[src/rtl/rptr_empty_lvl.sv]
// Read-side pointer, empty flag, fill level and almost-empty flag for the async FIFO (rclk domain).
// Optional sticky underflow flag and its clear input are enabled by defining RPTR_UNDERFLOW_EN.
module rptr_empty_lvl #(
  parameter int ADDRSIZE  = 4,
  parameter int AE_THRESH = 2
) (
  input  logic                rclk,
  input  logic                rrst_n,
  input  logic                rinc,
  input  logic [ADDRSIZE:0]   rq2_wptr,
`ifdef RPTR_UNDERFLOW_EN
  input  logic                rerr_clr,
  output logic                runderflow,
`endif
  output logic [ADDRSIZE-1:0] raddr,
  output logic [ADDRSIZE:0]   rptr,
  output logic                rempty,
  output logic                ralmost_empty,
  output logic [ADDRSIZE:0]   rlevel
);

  localparam logic [ADDRSIZE:0] DEPTH  = {1'b1, {ADDRSIZE{1'b0}}};
  localparam logic [ADDRSIZE:0] AE_LVL = (ADDRSIZE+1)'(AE_THRESH);

  logic              rpop;
  logic [ADDRSIZE:0] rbin_reg;
  logic [ADDRSIZE:0] rbin_next;
  logic [ADDRSIZE:0] rgray_next;
  logic [ADDRSIZE:0] rwbin;
  logic [ADDRSIZE:0] level_raw;
  logic [ADDRSIZE:0] level_next;

  assign rpop       = rinc & ~rempty;
  assign rbin_next  = rbin_reg + {{ADDRSIZE{1'b0}}, rpop};
  assign rgray_next = (rbin_next >> 1) ^ rbin_next;
  assign raddr      = rbin_reg[ADDRSIZE-1:0];

  // Each binary bit is the XOR of all Gray bits at and above it.
  generate
    for (genvar gi = 0; gi <= ADDRSIZE; gi++) begin : g_g2b
      assign rwbin[gi] = ^rq2_wptr[ADDRSIZE:gi];
    end
  endgenerate

  // Keeping the wrap bit makes the subtraction correct across pointer wrap.
  assign level_raw  = rwbin - rbin_next;
  assign level_next = (level_raw > DEPTH) ? DEPTH : level_raw;

  always_ff @(posedge rclk or negedge rrst_n) begin
    if (!rrst_n) begin
      rbin_reg      <= '0;
      rptr          <= '0;
      rempty        <= 1'b1;
      ralmost_empty <= 1'b1;
      rlevel        <= '0;
    end else begin
      rbin_reg      <= rbin_next;
      rptr          <= rgray_next;
      rempty        <= (rgray_next == rq2_wptr);
      ralmost_empty <= (level_next <= AE_LVL);
      rlevel        <= level_next;
    end
  end

`ifdef RPTR_UNDERFLOW_EN
  always_ff @(posedge rclk or negedge rrst_n) begin
    if (!rrst_n) begin
      runderflow <= 1'b0;
    end else if (rinc & rempty) begin
      runderflow <= 1'b1;
    end else if (rerr_clr) begin
      runderflow <= 1'b0;
    end
  end
`endif

endmodule
[config.mk]
export PLATFORM = sky130hd
export DESIGN_NAME = rptr_empty_lvl
export DESIGN_NICKNAME = d
export VERILOG_FILES = /design/src/rtl/rptr_empty_lvl.sv
export SDC_FILE = /design/constraint.sdc
export NUM_CORES = 1
export LEC_CHECK = 0
export ABC_AREA = 1
export CAP_MARGIN = 15
export CORE_ASPECT_RATIO = 1.5
export CORE_MARGIN = 2
export CORE_UTILIZATION = 30
export DETAILED_ROUTE_END_ITERATION = 10
export GPL_TIMING_DRIVEN = 1
export SYNTH_ARGS = -nofsm -noshare
export SYNTH_HDL_FRONTEND = slang
export SYNTH_SLANG_ARGS = --single-unit
[constraint.sdc]
create_clock -name rclk -period 4.8 [get_ports rclk]
set_input_delay 0.96 -clock rclk [delete_from_list [all_inputs] [get_ports rclk]]
set_output_delay 0.96 -clock rclk [all_outputs]
set_load 0.02 [all_outputs]
== After elaboration in Yosys (flattened, before gate mapping) ==
Cells that the tools add are included.

* Add/subtract/negate cells: 2
* Magnitude comparators: 2
* Eq/ne operators: 1
* Multiplexer cells: 1
* Bitwise operators: 3
* Reduce and logical (&&, ||, !) cells: 4

{| class="wikitable"
|+ Operators by type and width
! operator !! number
|-
| adder 5 x 1 -> 5 bit || 1
|-
| equality test 5 bit || 1
|-
| greater-than comparator 5 bit, second input constant || 1
|-
| <= comparator 5 x 2 -> 1 bit, second input constant || 1
|-
| 2-to-1 mux 5 bit || 1
|-
| parity 5 bit || 1
|-
| subtractor 5 bit || 1
|-
| bitwise XOR 4 x 5 -> 5 bit || 1
|-
| parity 4 bit || 1
|-
| parity 3 bit || 1
|-
| parity 2 bit || 1
|-
| AND 1 bit || 1
|-
| NOT 1 bit || 1
|}

* Register bits after elaboration: 17
* Input port bits: 8
* Output and inout port bits: 16
* Word-level logic and storage cells: 18

== Longest topological paths before layout ==
* Depth after elaboration: 7
* Mapped depth: 17

== Worst setup path before layout ==
Ideal clock, no wire load.

* Kind: input-to-reg
* Start: input rinc
* End: register rlevel[2]
* Setup time: 77 ps
* Arrival time: 2581 ps
* Path slack: 2141 ps
* Stages: 16
* Buffers on the path: 0
* Cell sequence: inv_1 nor2_1 ha_1 ha_1 inv_1 nand2_1 nand2_1 inv_1 ha_1 nand4_1 nand2_1 inv_1 nand2_1 nand2_1 nand4_1 a21oi_1

* Cells in the longest elaborated chain, start to end: 5

{| class="wikitable"
|+ Ends and longest elaborated chain
! item !! RTL line !! source
|-
| from (decl) || 9 || <nowiki>input logic rinc,</nowiki>
|-
| AND 1 bit * || 33 || <nowiki>assign rpop = rinc & ~rempty;</nowiki>
|-
| adder 5 x 1 -> 5 bit * || 34 || <nowiki>assign rbin_next = rbin_reg + {{ADDRSIZE{1'b0}}, rpop};</nowiki>
|-
| net rbin_next[2] || 27 || <nowiki>logic [ADDRSIZE:0] rbin_next;</nowiki>
|-
| subtractor 5 bit * || 46 || <nowiki>assign level_raw = rwbin - rbin_next;</nowiki>
|-
| greater-than comparator 5 bit || 47 || <nowiki>assign level_next = (level_raw > DEPTH) ? DEPTH : level_raw;</nowiki>
|-
| 2-to-1 mux 5 bit * || 47 ||
|-
| net level_next[2] || 31 || <nowiki>logic [ADDRSIZE:0] level_next;</nowiki>
|-
| to (signal assigned) || 61 || <nowiki>rlevel <= level_next;</nowiki>
|-
| to (decl) || 19 || <nowiki>output logic [ADDRSIZE:0] rlevel</nowiki>
|}

The timed path passes the listed nets; every way through them passes the cells marked *.

== Worst setup path in the final report ==
* Start: input rinc
* End: register rlevel[3]

* Cells in the longest elaborated chain, start to end: 5

{| class="wikitable"
|+ Ends and longest elaborated chain
! item !! RTL line
|-
| AND 1 bit * || 33
|-
| adder 5 x 1 -> 5 bit * || 34
|-
| subtractor 5 bit * || 46
|-
| greater-than comparator 5 bit || 47
|-
| 2-to-1 mux 5 bit * || 47
|-
| net level_next[3] || 31
|}

Marked as above.

==> flow_metrics.tcl <==
set metrics [dict create \
    firstDrtPassIters 4 \
    ir_drop_mv 0.245 \
    fin_hold_ws_ns 0.631 \
    grt_util_all_layers_pct 12.0 \
    yosys_warnings 0 \
    place_ws_ns 1.29 \
    setup_viol 0 \
    synth_cells 115 \
    cts-htree-levels 1 \
    initial_utilization_pct 31.8 \
    die_h_um 75.3 \
    antenna_found_initial 0 \
    fmax_mhz 314 \
    viasPerCell 4.38 \
    die_w_um 51.5 \
    layout-drive-gt1-share_pct 10.6 \
    hold_path_depth 1 \
    r2r_start "rempty" \
    hold_path_class "reg -> reg" \
    critPathSlowestCell "clkdlybuf4s50_1" \
    fin_setup_tns_ns 0 \
    placed_cells 178 \
    place_congestion 0.752 \
    antenna_cells 0 \
    cts_buffers 3 \
    slowest_delay_ns 0.45 \
    fp.coreArea_mm2 0.00319 \
    routedWlPerCell_um 10.4 \
    power_density_mw_per_mm2 773 \
    post-route-worst-setup-slack_ns 1.62 \
    ant_nets 0 \
    syn_avg_cell_area_um2 8.83 \
    area_delta_synth_final_pct 33.0 \
    leakagePower_nw 0.652 \
    cp_max_fo 5 \
    synth_cell_types 20 \
    cp-start-kind "input pin" \
    clock_latency_ns 0.24 \
    rsz0062_at_grt "false" \
    tightest_slew_ns 0.669 \
    vias 798 \
    fin_cells 182 \
    endpoint_kind "flip-flop" \
    ctsResizeCount 0 \
    reg2reg_to "rlevel[3]" \
    holdCritStartpoint "rbin_reg[4]" \
    final_cell_area_mm2 0.00135 \
    slew_headroom_pct 55.2 \
    hold_viol_final 0 \
    ff2ff_setup_slack_ns 2.36 \
    period_needed_ns 3.18 \
    place.detailed.hpwl_um 1650 \
    cts-root-buf "clkbuf_8" \
    layout_common_cells "26 x nand2_1, 23 x clkdlybuf4s50_1, 20 x inv_1" \
    io_pins 24 \
    ys_ff_latch 16 \
    die-area_mm2 0.00388 \
    critical_path_arrival_ns 3.30 \
    row_count 25 \
    layout_commonest_cell "nand2_1" \
    synth.cell_area_mm2 0.00102 \
    rr_worst_depth 9 \
    postCtsHoldBufs 0 \
    syn-num-nets 130 \
    worstSetupPathType "in -> reg" \
    drtIter0Drc 4 \
    nets 158 \
    final-max-slew-violation-count 0 \
    postPlaceCellArea_mm2 0.00130 \
    postCtsSetupBuffers 0 \
    num-fill-cells 337 \
    status "complete, no violations" \
    min_to "rbin_reg[4]" \
    cts.sinks 16 \
    crit_path_cell_trace "clkdlybuf4s50_1 > inv_1 > nor2_1 > ha_1 > nand3_1 > xor2_1 > ha_1 > a21oi_1 > nand2_2 > xor2_2 > a21oi_1" \
    maxCapViolations 0 \
    fin_crit_sh_pct 66.3 \
    drc 0 \
    cp.required_ns 4.92 \
    io_buffer_count 23 \
    grt_pass1_vias 850 \
    grt_pass1_wl_um 3450 \
    overflow 0 \
    clk_pin_slew_worst_paths_ns 0.06 \
    clock_path_buffers 2 \
    clock_skew_ns 0.00124 \
    wl_um 1890 \
    cts_tree "yes" \
    ys_seq_area_share_pct 39.7 \
    grt_max_degree 17 \
]
worst max-delay path by stage:
stage,endpoint,depth (start not counted),from
finish,rlevel[3],11,rinc
global route,rlevel[0],11,rinc
CTS,rlevel[3],11,rinc
detailed placement,rlevel[3],11,rinc
global placement,rlevel[0],11,rinc
floorplan,rlevel[2],16,rinc
synth_stat cells:
library cell | n | area share, %
inv_1 | 20 | 7.4
nand4_1 | 2 | 1.2
nand3_2 | 1 | 0.99
xor2_1 | 8 | 6.9
xor2_4 | 1 | 2.7
dfstp_2 | 2 | 5.2
xnor2_1 | 6 | 5.2
a21oi_1 | 5 | 2.5
o21ai_0 | 1 | 0.49
ha_1 | 7 | 8.6
xnor2_4 | 1 | 2.7
xor2_2 | 1 | 1.6
and2_1 | 2 | 1.2
nor3_2 | 1 | 0.99
nand2_1 | 26 | 9.6
nand2_2 | 3 | 1.8
nand3_1 | 10 | 4.9
dfrtp_1 | 14 | 34
nor2_1 | 3 | 1.1
inv_2 | 1 | 0.37
worst max-delay path: cells and delay by family:
family | cells | cell delay (ns)
buf+inv | 2 | 0.49
xor+xnor | 2 | 0.65
compound gates | 2 | 0.29
simple gates | 3 | 0.33
fa+ha+maj | 2 | 0.58
cells by family after synthesis:
group	share of synthesized area, %
fa+ha+maj	8.62
simple gates	21.9
compound gates	2.95
buf+inv	7.76
xor+xnor	19.1
flops	39.7
power by group:
part           switching [mW]  total [mW]  internal [mW]  leakage [nW]
sequential             0.0375       0.245          0.208         0.191
combinational           0.386       0.685          0.299         0.432
clock                  0.0419       0.114         0.0726        0.0288
total                   0.465        1.04          0.579         0.652
through the flow:
stage               utilization, %  power [mW]
global route                  42.4        1.15
finish                        42.4        1.04
floorplan                        -       0.723
CTS                           42.4        1.06
detailed placement            40.6       0.940
global placement              40.6       0.930
layout make-up:
class	count	area, µm²	area share (%)
multi-input cells	78	534	39.5
flip-flops and latches	16	403	29.8
repair buffers	23	230	17.0
inverters	21	78.8	5.83
clock buffers	4	55.1	4.07
well taps	40	50.0	3.70
metal layers:
layer  global-route usage (%)  part of all wire (%)
met1                     11.8                    36
met2                     23.6                    60
met3                        0                   2.3
met4                     8.77                   1.9
met5                        0                     0
Power figures use the tool's default switching activity.
